### config.mk
export PLATFORM = sky130hd
export DESIGN_NAME = opb_register_bank_ppc2simulink
export DESIGN_NICKNAME = d
export VERILOG_FILES = /design/src/rtl/opb_register_bank_ppc2simulink.sv
export SDC_FILE = /design/constraint.sdc
export NUM_CORES = 1
export LEC_CHECK = 0
export ABC_AREA = 1
export BUFFER_PORTS_ARGS = -buffer_cell sky130_fd_sc_hd__buf_2
export CORE_MARGIN = 8
export CORE_UTILIZATION = 48
export DETAILED_ROUTE_END_ITERATION = 6
export PLACE_DENSITY_LB_ADDON = 0.3
export SLEW_MARGIN = 40
export SYNTH_ARGS = -nofsm -noshare
export SYNTH_HDL_FRONTEND = slang
export SYNTH_SLANG_ARGS = --single-unit
### constraint.sdc
create_clock -name OPB_Clk -period 1.6 [get_ports OPB_Clk]
set_input_delay 0.48 -clock OPB_Clk [delete_from_list [all_inputs] [get_ports OPB_Clk]]
set_output_delay 0.48 -clock OPB_Clk [all_outputs]
set_load 0.02 [all_outputs]
### src/rtl/opb_register_bank_ppc2simulink.sv
// opb_register_bank_ppc2simulink
// OPB slave exposing C_NUM_REGS 32-bit software registers to the fabric as a
// flat bus with per-register update strobes. Single-cycle ack latency, at most
// one accepted access every two cycles.
// Optional macro OPB_REGBANK_ATOMIC_COMMIT_EN: writes land in shadow registers
// and reach user_data_out only when the commit word (index C_NUM_REGS) is
// written with bit 31 (LSB) set.
module opb_register_bank_ppc2simulink #(
    parameter logic [31:0] C_BASEADDR   = 32'h0100_1100,
    parameter logic [31:0] C_HIGHADDR   = 32'h0100_11FF,
    parameter int          C_OPB_AWIDTH = 32,
    parameter int          C_OPB_DWIDTH = 32,
    parameter int          C_NUM_REGS   = 4,
    parameter logic [31:0] C_INIT_VALUE = 32'h0
) (
    input  logic                     OPB_Clk,
    input  logic                     OPB_Rst_n,
    input  logic [0:31]              OPB_ABus,
    input  logic [0:3]               OPB_BE,
    input  logic [0:31]              OPB_DBus,
    input  logic                     OPB_RNW,
    input  logic                     OPB_select,
    input  logic                     OPB_seqAddr,
    output logic [0:31]              Sl_DBus,
    output logic                     Sl_xferAck,
    output logic                     Sl_errAck,
    output logic                     Sl_retry,
    output logic                     Sl_toutSup,
    output logic [32*C_NUM_REGS-1:0] user_data_out,
    output logic [C_NUM_REGS-1:0]    user_wr_stb
);

    typedef enum logic {IDLE, ACK} state_t;

    state_t state_reg, state_next;

    logic [31:0] addr, offset, wdata, rd_data;
    logic [29:0] word_idx;
    logic [3:0]  lane_en;      // lane_en[k] enables byte k counted from the LSB
    logic        lane_any;
    logic        in_range, reg_hit, commit_hit, hit, accept, wr_accept;
    logic        commit_fire;
    logic [31:0] sl_dbus_reg;
    logic        ack_reg;
    logic [32*C_NUM_REGS-1:0] vis_flat;   // value a read returns, per register
    logic        unused_ok;

    // Big-endian bus bit 0 is the numeric MSB, so plain assignment keeps values.
    assign addr     = OPB_ABus;
    assign wdata    = OPB_DBus;
    assign lane_en  = {OPB_BE[0], OPB_BE[1], OPB_BE[2], OPB_BE[3]};
    assign lane_any = |lane_en;

    assign offset   = addr - C_BASEADDR;
    assign word_idx = offset[31:2];
    assign in_range = (addr >= C_BASEADDR) && (addr <= C_HIGHADDR);
    assign reg_hit  = in_range && (word_idx < 30'(C_NUM_REGS));
`ifdef OPB_REGBANK_ATOMIC_COMMIT_EN
    assign commit_hit = in_range && (word_idx == 30'(C_NUM_REGS));
`else
    assign commit_hit = 1'b0;
`endif
    assign hit         = OPB_select && (reg_hit || commit_hit);
    assign accept      = (state_reg == IDLE) && hit;
    assign wr_accept   = accept && !OPB_RNW;
    assign commit_fire = wr_accept && commit_hit && lane_en[0] && wdata[0];

    assign unused_ok = &{1'b0, OPB_seqAddr, offset[1:0]};

    function automatic logic [31:0] byte_merge(input logic [31:0] old_v,
                                               input logic [31:0] new_v,
                                               input logic [3:0]  en);
        logic [31:0] r;
        r = old_v;
        for (int k = 0; k < 4; k++) begin
            if (en[k]) r[8*k +: 8] = new_v[8*k +: 8];
        end
        return r;
    endfunction

    // State register: accept in IDLE, always return from ACK.
    always_ff @(posedge OPB_Clk or negedge OPB_Rst_n) begin
        if (!OPB_Rst_n) state_reg <= IDLE;
        else            state_reg <= state_next;
    end

    // Next-state logic.
    always_comb begin
        state_next = state_reg;
        case (state_reg)
            IDLE:    if (hit) state_next = ACK;
            ACK:     state_next = IDLE;
            default: state_next = IDLE;
        endcase
    end

    // Read mux over the visible register values; commit word and misses read 0.
    always_comb begin
        rd_data = '0;
        for (int i = 0; i < C_NUM_REGS; i++) begin
            if (word_idx == 30'(i)) rd_data = vis_flat[32*i +: 32];
        end
    end

    // Ack and read data are registered on the accepting edge, zero otherwise.
    always_ff @(posedge OPB_Clk or negedge OPB_Rst_n) begin
        if (!OPB_Rst_n) begin
            ack_reg     <= 1'b0;
            sl_dbus_reg <= '0;
        end else begin
            ack_reg     <= accept;
            sl_dbus_reg <= (accept && OPB_RNW && reg_hit) ? rd_data : 32'h0;
        end
    end

    assign Sl_xferAck = ack_reg;
    assign Sl_DBus    = sl_dbus_reg;
    assign Sl_errAck  = 1'b0;
    assign Sl_retry   = 1'b0;
    assign Sl_toutSup = 1'b0;

    genvar gi;
    generate
        for (gi = 0; gi < C_NUM_REGS; gi++) begin : g_reg
            logic [31:0] out_reg;
            logic        stb_reg;
            logic        wr_sel;

            assign wr_sel = wr_accept && reg_hit && (word_idx == 30'(gi));
`ifdef OPB_REGBANK_ATOMIC_COMMIT_EN
            logic [31:0] shadow_reg;
            logic        dirty_reg;

            // Shadow captures byte writes; dirty marks it pending for commit.
            always_ff @(posedge OPB_Clk or negedge OPB_Rst_n) begin
                if (!OPB_Rst_n) begin
                    shadow_reg <= C_INIT_VALUE;
                    dirty_reg  <= 1'b0;
                end else if (wr_sel && lane_any) begin
                    shadow_reg <= byte_merge(shadow_reg, wdata, lane_en);
                    dirty_reg  <= 1'b1;
                end else if (commit_fire) begin
                    dirty_reg  <= 1'b0;
                end
            end

            // Commit copies pending shadows to the fabric and strobes them.
            always_ff @(posedge OPB_Clk or negedge OPB_Rst_n) begin
                if (!OPB_Rst_n) begin
                    out_reg <= C_INIT_VALUE;
                    stb_reg <= 1'b0;
                end else begin
                    stb_reg <= commit_fire && dirty_reg;
                    if (commit_fire && dirty_reg) out_reg <= shadow_reg;
                end
            end

            assign vis_flat[32*gi +: 32] = shadow_reg;
`else
            // Direct mode: byte writes go straight to the fabric output.
            always_ff @(posedge OPB_Clk or negedge OPB_Rst_n) begin
                if (!OPB_Rst_n) begin
                    out_reg <= C_INIT_VALUE;
                    stb_reg <= 1'b0;
                end else begin
                    stb_reg <= wr_sel && lane_any;
                    if (wr_sel) out_reg <= byte_merge(out_reg, wdata, lane_en);
                end
            end

            assign vis_flat[32*gi +: 32] = out_reg;
`endif
            assign user_data_out[32*gi +: 32] = out_reg;
            assign user_wr_stb[gi]            = stb_reg;
        end
    endgenerate

endmodule

[Word-level counts from Yosys, hierarchy flattened]
Cells that the tools add are included.
Storage, ports and cells
  register bits: 166
  bits in latches: 0
  memory bits (writable): 0
  ROM bits: 0
  output and inout port bits: 168
  word-level logic and storage cells: 73
  memories kept: 0
Operators by class
  $add $sub $neg: 1
  multipliers: 0
  div/mod/pow operators: 0
  $lt $le $gt $ge: 3
  eq/ne operators: 3
  shift-type cells: 0
  muxes and demuxes: 7
  bitwise gates (word level): 1
  reductions and logical operators: 35
Operators with widths (number)
  32-bit two-way mux: 5
  30-bit by 2-bit == test with 1-bit output (second input constant): 2
  32-bit by 25-bit >= comparator with 1-bit output (second input constant): 1
  32-bit by 25-bit <= comparator with 1-bit output (second input constant): 1
  2-bit AND reduction: 16
  32-bit by 25-bit subtractor with 32-bit output (second input constant): 1
  30-bit by 1-bit == test with 1-bit output (second input constant): 1
  30-bit logical NOT: 1
  30-bit by 3-bit < comparator with 1-bit output (second input constant): 1
  1-bit logical AND: 16
  4-bit OR reduction: 1
  1-bit case mux with 2 select lines: 1
  1-bit logical NOT: 1
  1-bit two-way mux: 1
  1-bit NOT: 1

[Longest topological paths before layout]
  depth after elaboration: 9
  mapped depth: 17
  mapped depth without buffers: 16

[Least setup slack after synthesis]
Ideal clock, no wire load.
  path type: input -> register
  start: input port OPB_ABus[20] (netlist name)
  end: register sl_dbus_reg[21], in the netlist Sl_DBus[10]
  setup time: 0.119 ns
  arrival time: 2.123 ns
  data required time: 1.481 ns
  setup slack: -0.642 ns
  cell stages on the path: 16
  path through: nor2_1 > nand2_1 > nand2_2 > nand3_1 > nand2_1 > nand2_1 > nand2_1 > nand2_1 > nor2_1 > nand2_1 > nor2_4 > nand3_2 > buf_6 > buf_2 > o21ai_1 > nor2_1
Between the ends
  word-level cells in the longest chain between the ends: 8
  elaborated cells between the ends (all ways): 19
  those cells by class: add/sub (1); order compare (3); eq/ne (3); mux (5); reduce/logical (7)
Ends and longest elaborated chain
  from (decl): RTL line 18  | input logic [0:31] OPB_ABus,
  32-bit by 25-bit subtractor with 32-bit output (tied with other cells): RTL line 54  | assign offset = addr - C_BASEADDR;
  30-bit by 3-bit < comparator with 1-bit output or 1-bit logical AND (tied branches): RTL line 57, 56
  1-bit logical AND: RTL line 57  | assign reg_hit = in_range && (word_idx < 30'(C_NUM_REGS));
  1-bit logical AND: RTL line 63  | assign hit = OPB_select && (reg_hit || commit_hit);
  1-bit logical AND: RTL line 64  | assign accept = (state_reg == IDLE) && hit;
  1-bit logical AND (2 in a row): RTL line 112  | sl_dbus_reg <= (accept && OPB_RNW && reg_hit) ? rd_data : 32'h0;
  32-bit two-way mux *: RTL line 112
  to (signal assigned): RTL line 112
  to (decl): RTL line 43  | logic [31:0] sl_dbus_reg;
Every way passes the cells marked *; elsewhere a longest branch is shown, timed or not.
A chain may end at the register's enable or synchronous reset.

[Final worst setup path]
  start: input port OPB_ABus[8] (netlist name)
  end: register g_reg[0].out_reg[10]
Between the ends
  word-level cells in the longest chain between the ends: 9
  elaborated cells between the ends (all ways): 13
  those cells by class: add/sub (1); order compare (3); reduce/logical (9)
Ends and longest elaborated chain
  32-bit by 25-bit subtractor with 32-bit output (tied with other cells): RTL line 54
  30-bit by 3-bit < comparator with 1-bit output or 1-bit logical AND (tied branches): RTL line 57, 56
  1-bit logical AND: RTL line 57
  1-bit logical AND: RTL line 63
  1-bit logical AND: RTL line 64
  1-bit logical AND: RTL line 65  | assign wr_accept = accept && !OPB_RNW;
  1-bit logical AND: RTL line 129  | assign wr_sel = wr_accept && reg_hit && (word_idx == 30'(gi));
  1-bit logical AND *: RTL line 129
  2-bit AND reduction (no line) *
  to (signal assigned): RTL line 167  | if (wr_sel) out_reg <= byte_merge(out_reg, wdata, lane_en);
  to (decl): RTL line 125  | logic [31:0] out_reg;
Marks and branches as above.

==> impl_metrics.xml <==
<?xml version="1.0" encoding="UTF-8"?>
<metrics>
  <group name="die">
    <metric name="die_height" unit="um">149</metric>
    <metric name="design.die.area" unit="sq mm">0.0223</metric>
    <metric name="top_level_ports" unit="">241</metric>
    <metric name="placement_rows" unit="">48</metric>
    <metric name="die_x" unit="um">149</metric>
    <metric name="floorplan.initialDensity" unit="">0.492</metric>
    <metric name="area_inside_the_core_boundary" unit="sq mm">0.0173</metric>
  </group>
  <group name="sta">
    <metric name="tightest_slew" unit="ns">0.558</metric>
    <metric name="maximum_frequency_from_static_timing_analysis" unit="MHz">450</metric>
    <metric name="setup_viol" unit="">164</metric>
    <metric name="setup_total_negative_slack" unit="ns">-83.97</metric>
    <metric name="rsz0062_at_grt" unit="">yes</metric>
    <metric name="worst_clock_skew" unit="ns">0.00916</metric>
    <metric name="worst_slew_margin_rel" unit="">0.628</metric>
    <metric name="fin_ws" unit="ns">-0.624</metric>
    <metric name="final_max_slew_viol_count" unit="">0</metric>
    <metric name="timing.final.crit_share" unit="">1.39</metric>
    <metric name="hold-worst-slack" unit="ns">0.326</metric>
    <metric name="final-hold-violation-count" unit="">0</metric>
    <metric name="final.min_clock_period" unit="ns">2.22</metric>
  </group>
  <group name="critical_path">
    <metric name="crit_fanout" unit="">8</metric>
    <metric name="r2r_cells" unit="">9</metric>
    <metric name="crit_required" unit="ns">1.96</metric>
    <metric name="critical_path.reg2reg.startpoint" unit="">Sl_xferAck</metric>
    <metric name="startpoint_type" unit="">primary input</metric>
    <metric name="end_kind" unit="">register</metric>
    <metric name="rrSetupSlack" unit="ns">-0.42</metric>
    <metric name="critical-path-slowest-cell" unit="">sky130_fd_sc_hd__nor3_1</metric>
    <metric name="worst_reg2reg_endpoint" unit="">Sl_DBus[6]</metric>
    <metric name="worst_setup_path_startpoint" unit="">OPB_ABus[8]</metric>
    <metric name="worst-endpoint-arrival" unit="ns">2.59</metric>
    <metric name="library_cell_appearing_most_often_on_the_critical_path" unit="">sky130_fd_sc_hd__nand2_1</metric>
    <metric name="cpPeakStageDelay" unit="ns">0.26</metric>
    <metric name="timing_worst_setup_path_type" unit="">in -&gt; reg</metric>
    <metric name="timing.critical_path.cells" unit="">buf_2, buf_4, nor3_1, nand2_2, nand2_1, xor2_1, nand2_1, nor2_4, buf_6, nand3_4, nor2_8, buf_8, buf_8, nand3_2, nand2_1</metric>
  </group>
  <group name="placed_design">
    <metric name="routabilityCongestion" unit="">0.921</metric>
    <metric name="dp_hpwl" unit="um">21300</metric>
    <metric name="detailed_place.area" unit="sq mm">0.0106</metric>
    <metric name="port_buffers" unit="">234</metric>
    <metric name="pre_cts_ws" unit="ns">-1.07</metric>
    <metric name="dp.cells" unit="">1621</metric>
  </group>
  <group name="clock_tree">
    <metric name="tritoncts" unit="">yes</metric>
    <metric name="clkSlewWorstSetupHoldPaths" unit="ns">0.07</metric>
    <metric name="clkSinkCount" unit="">165</metric>
    <metric name="cts.root.buffer_cell" unit="">sky130_fd_sc_hd__clkbuf_16</metric>
    <metric name="cts_max_level" unit="">4</metric>
    <metric name="worstSkewPairLatency" unit="ns">0.43</metric>
    <metric name="clk_path_buf_depth" unit="">2</metric>
    <metric name="cts_made_buffers" unit="">17</metric>
  </group>
  <group name="detailed_routing">
    <metric name="postRouteWirelength" unit="um">34200</metric>
    <metric name="post-route-drc-count" unit="">0</metric>
    <metric name="vias" unit="">9858</metric>
    <metric name="postRouteAntennaNets" unit="">0</metric>
    <metric name="routed_len_inst" unit="um">20.0</metric>
    <metric name="drtPass1Iterations" unit="">5</metric>
    <metric name="iter_0_drt_violations" unit="">1176</metric>
    <metric name="via_per_inst" unit="">5.78</metric>
  </group>
  <group name="final_layout">
    <metric name="design_area" unit="sq mm">0.0132</metric>
    <metric name="fin_util" unit="">0.760</metric>
    <metric name="stdcell_count" unit="">1707</metric>
    <metric name="area_growth" unit="%">54.5</metric>
    <metric name="layout_net_count" unit="">1541</metric>
    <metric name="largest_register_ffs" unit="">128</metric>
    <metric name="layout-drive-gt1-share" unit="">0.419</metric>
  </group>
  <group name="logic_synthesis">
    <metric name="synth_warnings" unit="">0</metric>
    <metric name="syn-cell-area" unit="sq mm">0.00852</metric>
    <metric name="synth_area_per_cell" unit="sq um">7.50</metric>
    <metric name="synth.top_cells.by_count" unit="">412 x sky130_fd_sc_hd__nand2_1, 165 x sky130_fd_sc_hd__dfrtp_1, 145 x sky130_fd_sc_hd__nand3_1, 100 x sky130_fd_sc_hd__nand4_1, 96 x sky130_fd_sc_hd__nor2_1</metric>
    <metric name="yosysTopAreaCell" unit="">sky130_fd_sc_hd__dfrtp_1</metric>
    <metric name="synth_enable_flop_cells" unit="">0</metric>
    <metric name="ys_seq_elements" unit="">165</metric>
    <metric name="async_flop_share" unit="">1.00</metric>
    <metric name="synthCells" unit="">1136</metric>
    <metric name="post_synth_main_area_contributors" unit="">sky130_fd_sc_hd__dfrtp_1 48%, sky130_fd_sc_hd__nand2_1 18%, sky130_fd_sc_hd__nand3_1 8.5%</metric>
    <metric name="synth.most_common_cell" unit="">sky130_fd_sc_hd__nand2_1</metric>
    <metric name="post_synth_num_cell_types" unit="">29</metric>
    <metric name="synth_ff_type" unit="">sky130_fd_sc_hd__dfrtp_1</metric>
    <metric name="synth_largest_type_area_fraction" unit="">0.485</metric>
    <metric name="synth-seq-area-share" unit="">0.485</metric>
  </group>
  <group name="worst_hold_path">
    <metric name="holdCritStartpoint" unit="">OPB_DBus[27]</metric>
    <metric name="hold_depth" unit="">3</metric>
    <metric name="hp-class" unit="">in -&gt; reg</metric>
    <metric name="min_delay_worst_endpoint" unit="">g_reg[3].out_reg[4]</metric>
  </group>
  <group name="global_routing">
    <metric name="globalRouteTotalUtil" unit="">0.282</metric>
    <metric name="grt_ovf" unit="">0</metric>
    <metric name="wire_length_of_the_first_global_routing_pass" unit="um">50100</metric>
    <metric name="grt_start_max_net_pins" unit="">38</metric>
    <metric name="grt_pass1_vias" unit="">9432</metric>
    <metric name="grt_antenna_before_repair" unit="">2</metric>
  </group>
  <group name="power_and_ir_drop">
    <metric name="power.ir.vdd_worst" unit="uV">755</metric>
    <metric name="p_total" unit="mW">9.13</metric>
    <metric name="leakagePower" unit="nW">7.42</metric>
    <metric name="power-per-cell-area" unit="mW/mm^2">694</metric>
  </group>
  <group name="job">
    <metric name="cap_viol_max_count" unit="">0</metric>
  </group>
  <group name="status">
    <metric name="status" unit="">complete, but fails checks</metric>
    <metric name="failed_checks" unit="">setup timing</metric>
  </group>
</metrics>
[worst max path at each step]
stage / endpoint / slack [ns] / cells past startpoint
floorplan: g_reg[3].out_reg[16] / -0.55 / 16
global placement: g_reg[3].out_reg[19] / -1.03 / 16
detailed placement: g_reg[3].out_reg[16] / -1.07 / 16
CTS: g_reg[0].out_reg[29] / -0.46 / 19
global route: g_reg[2].out_reg[27] / -0.72 / 19
finish: g_reg[0].out_reg[10] / -0.62 / 15
[timing repair]
| item | in CTS | in global routing |
|---|---|---|
| endpoints found under the hold margin | 30 | 0 |
| setup buffers | 23 | 9 |
| setup endpoints to repair | 164 | 164 |
| hold buffers | 1 | 0 |
| gates resized for setup | 195 | 111 |
| cloned | 8 | 13 |
| pin swaps | 61 | 68 |
[area by class of cell]
cell class | instances | area [sq um]
antenna | 1 | 2.50
clock buffer | 21 | 450
clock inverter | 11 | 149
fill | 1196 | 4140
inverter | 67 | 254
multi-input combinational | 830 | 4780
sequential | 165 | 4130
tap | 225 | 282
timing repair buffer | 387 | 3100
[cell usage in the layout (no fill, tap or decap), types with 2 or more instances in the layout]
cell and instances:
sky130_fd_sc_hd__buf_12 18, sky130_fd_sc_hd__buf_16 6, sky130_fd_sc_hd__buf_2 223, sky130_fd_sc_hd__buf_4 81
sky130_fd_sc_hd__buf_6 32, sky130_fd_sc_hd__buf_8 15, sky130_fd_sc_hd__bufinv_16 3, sky130_fd_sc_hd__clkbuf_1 3
sky130_fd_sc_hd__clkbuf_16 27, sky130_fd_sc_hd__clkinv_2 2, sky130_fd_sc_hd__clkinvlp_4 3, sky130_fd_sc_hd__conb_1 3
sky130_fd_sc_hd__dfrtp_1 165, sky130_fd_sc_hd__inv_1 59, sky130_fd_sc_hd__inv_2 6, sky130_fd_sc_hd__inv_6 2
sky130_fd_sc_hd__nand2_1 346, sky130_fd_sc_hd__nand2_2 50, sky130_fd_sc_hd__nand2_4 16, sky130_fd_sc_hd__nand2_8 11
sky130_fd_sc_hd__nand3_1 87, sky130_fd_sc_hd__nand3_2 52, sky130_fd_sc_hd__nand3_4 9, sky130_fd_sc_hd__nand3b_1 2
sky130_fd_sc_hd__nand4_1 100, sky130_fd_sc_hd__nor2_1 64, sky130_fd_sc_hd__nor2_2 21, sky130_fd_sc_hd__nor2_4 17
sky130_fd_sc_hd__nor2_8 2, sky130_fd_sc_hd__nor3_2 2, sky130_fd_sc_hd__nor3_4 5, sky130_fd_sc_hd__o21ai_0 3
sky130_fd_sc_hd__o21ai_1 22, sky130_fd_sc_hd__o21ai_2 8, sky130_fd_sc_hd__o21ai_4 2
[worst max-delay path: cells and delay by family]
family	cells	cell delay, ns
AND/OR/NAND/NOR	9	1.23
XOR/XNOR	1	0.16
buffers and inverters	5	0.72
[metal layers]
layer	share of wire	routed length [um]	GRT usage
met5	0.00064	22	0
met3	0.11	3660	0.0840
met1	0.38	13100	0.351
met2	0.47	16100	0.451
met4	0.038	1280	0.112
[cell families after synthesis]
logic type      Yosys count  share of synthesized area
simple gates            790                      0.417
flops                   165                      0.485
other cells               1                   0.000440
buf+inv                 144                     0.0761
xor+xnor                  1                    0.00103
compound gates           35                     0.0206
[report_power, final]
group / internal [mW] / leakage [nW] / switching (mW)
clock network: 2.50 / 0.284 / 1.76
registers: 4.17 / 2.31 / 0.00000000000619
logic: 0.244 / 4.83 / 0.455
(Power assumes the default switching activity.)
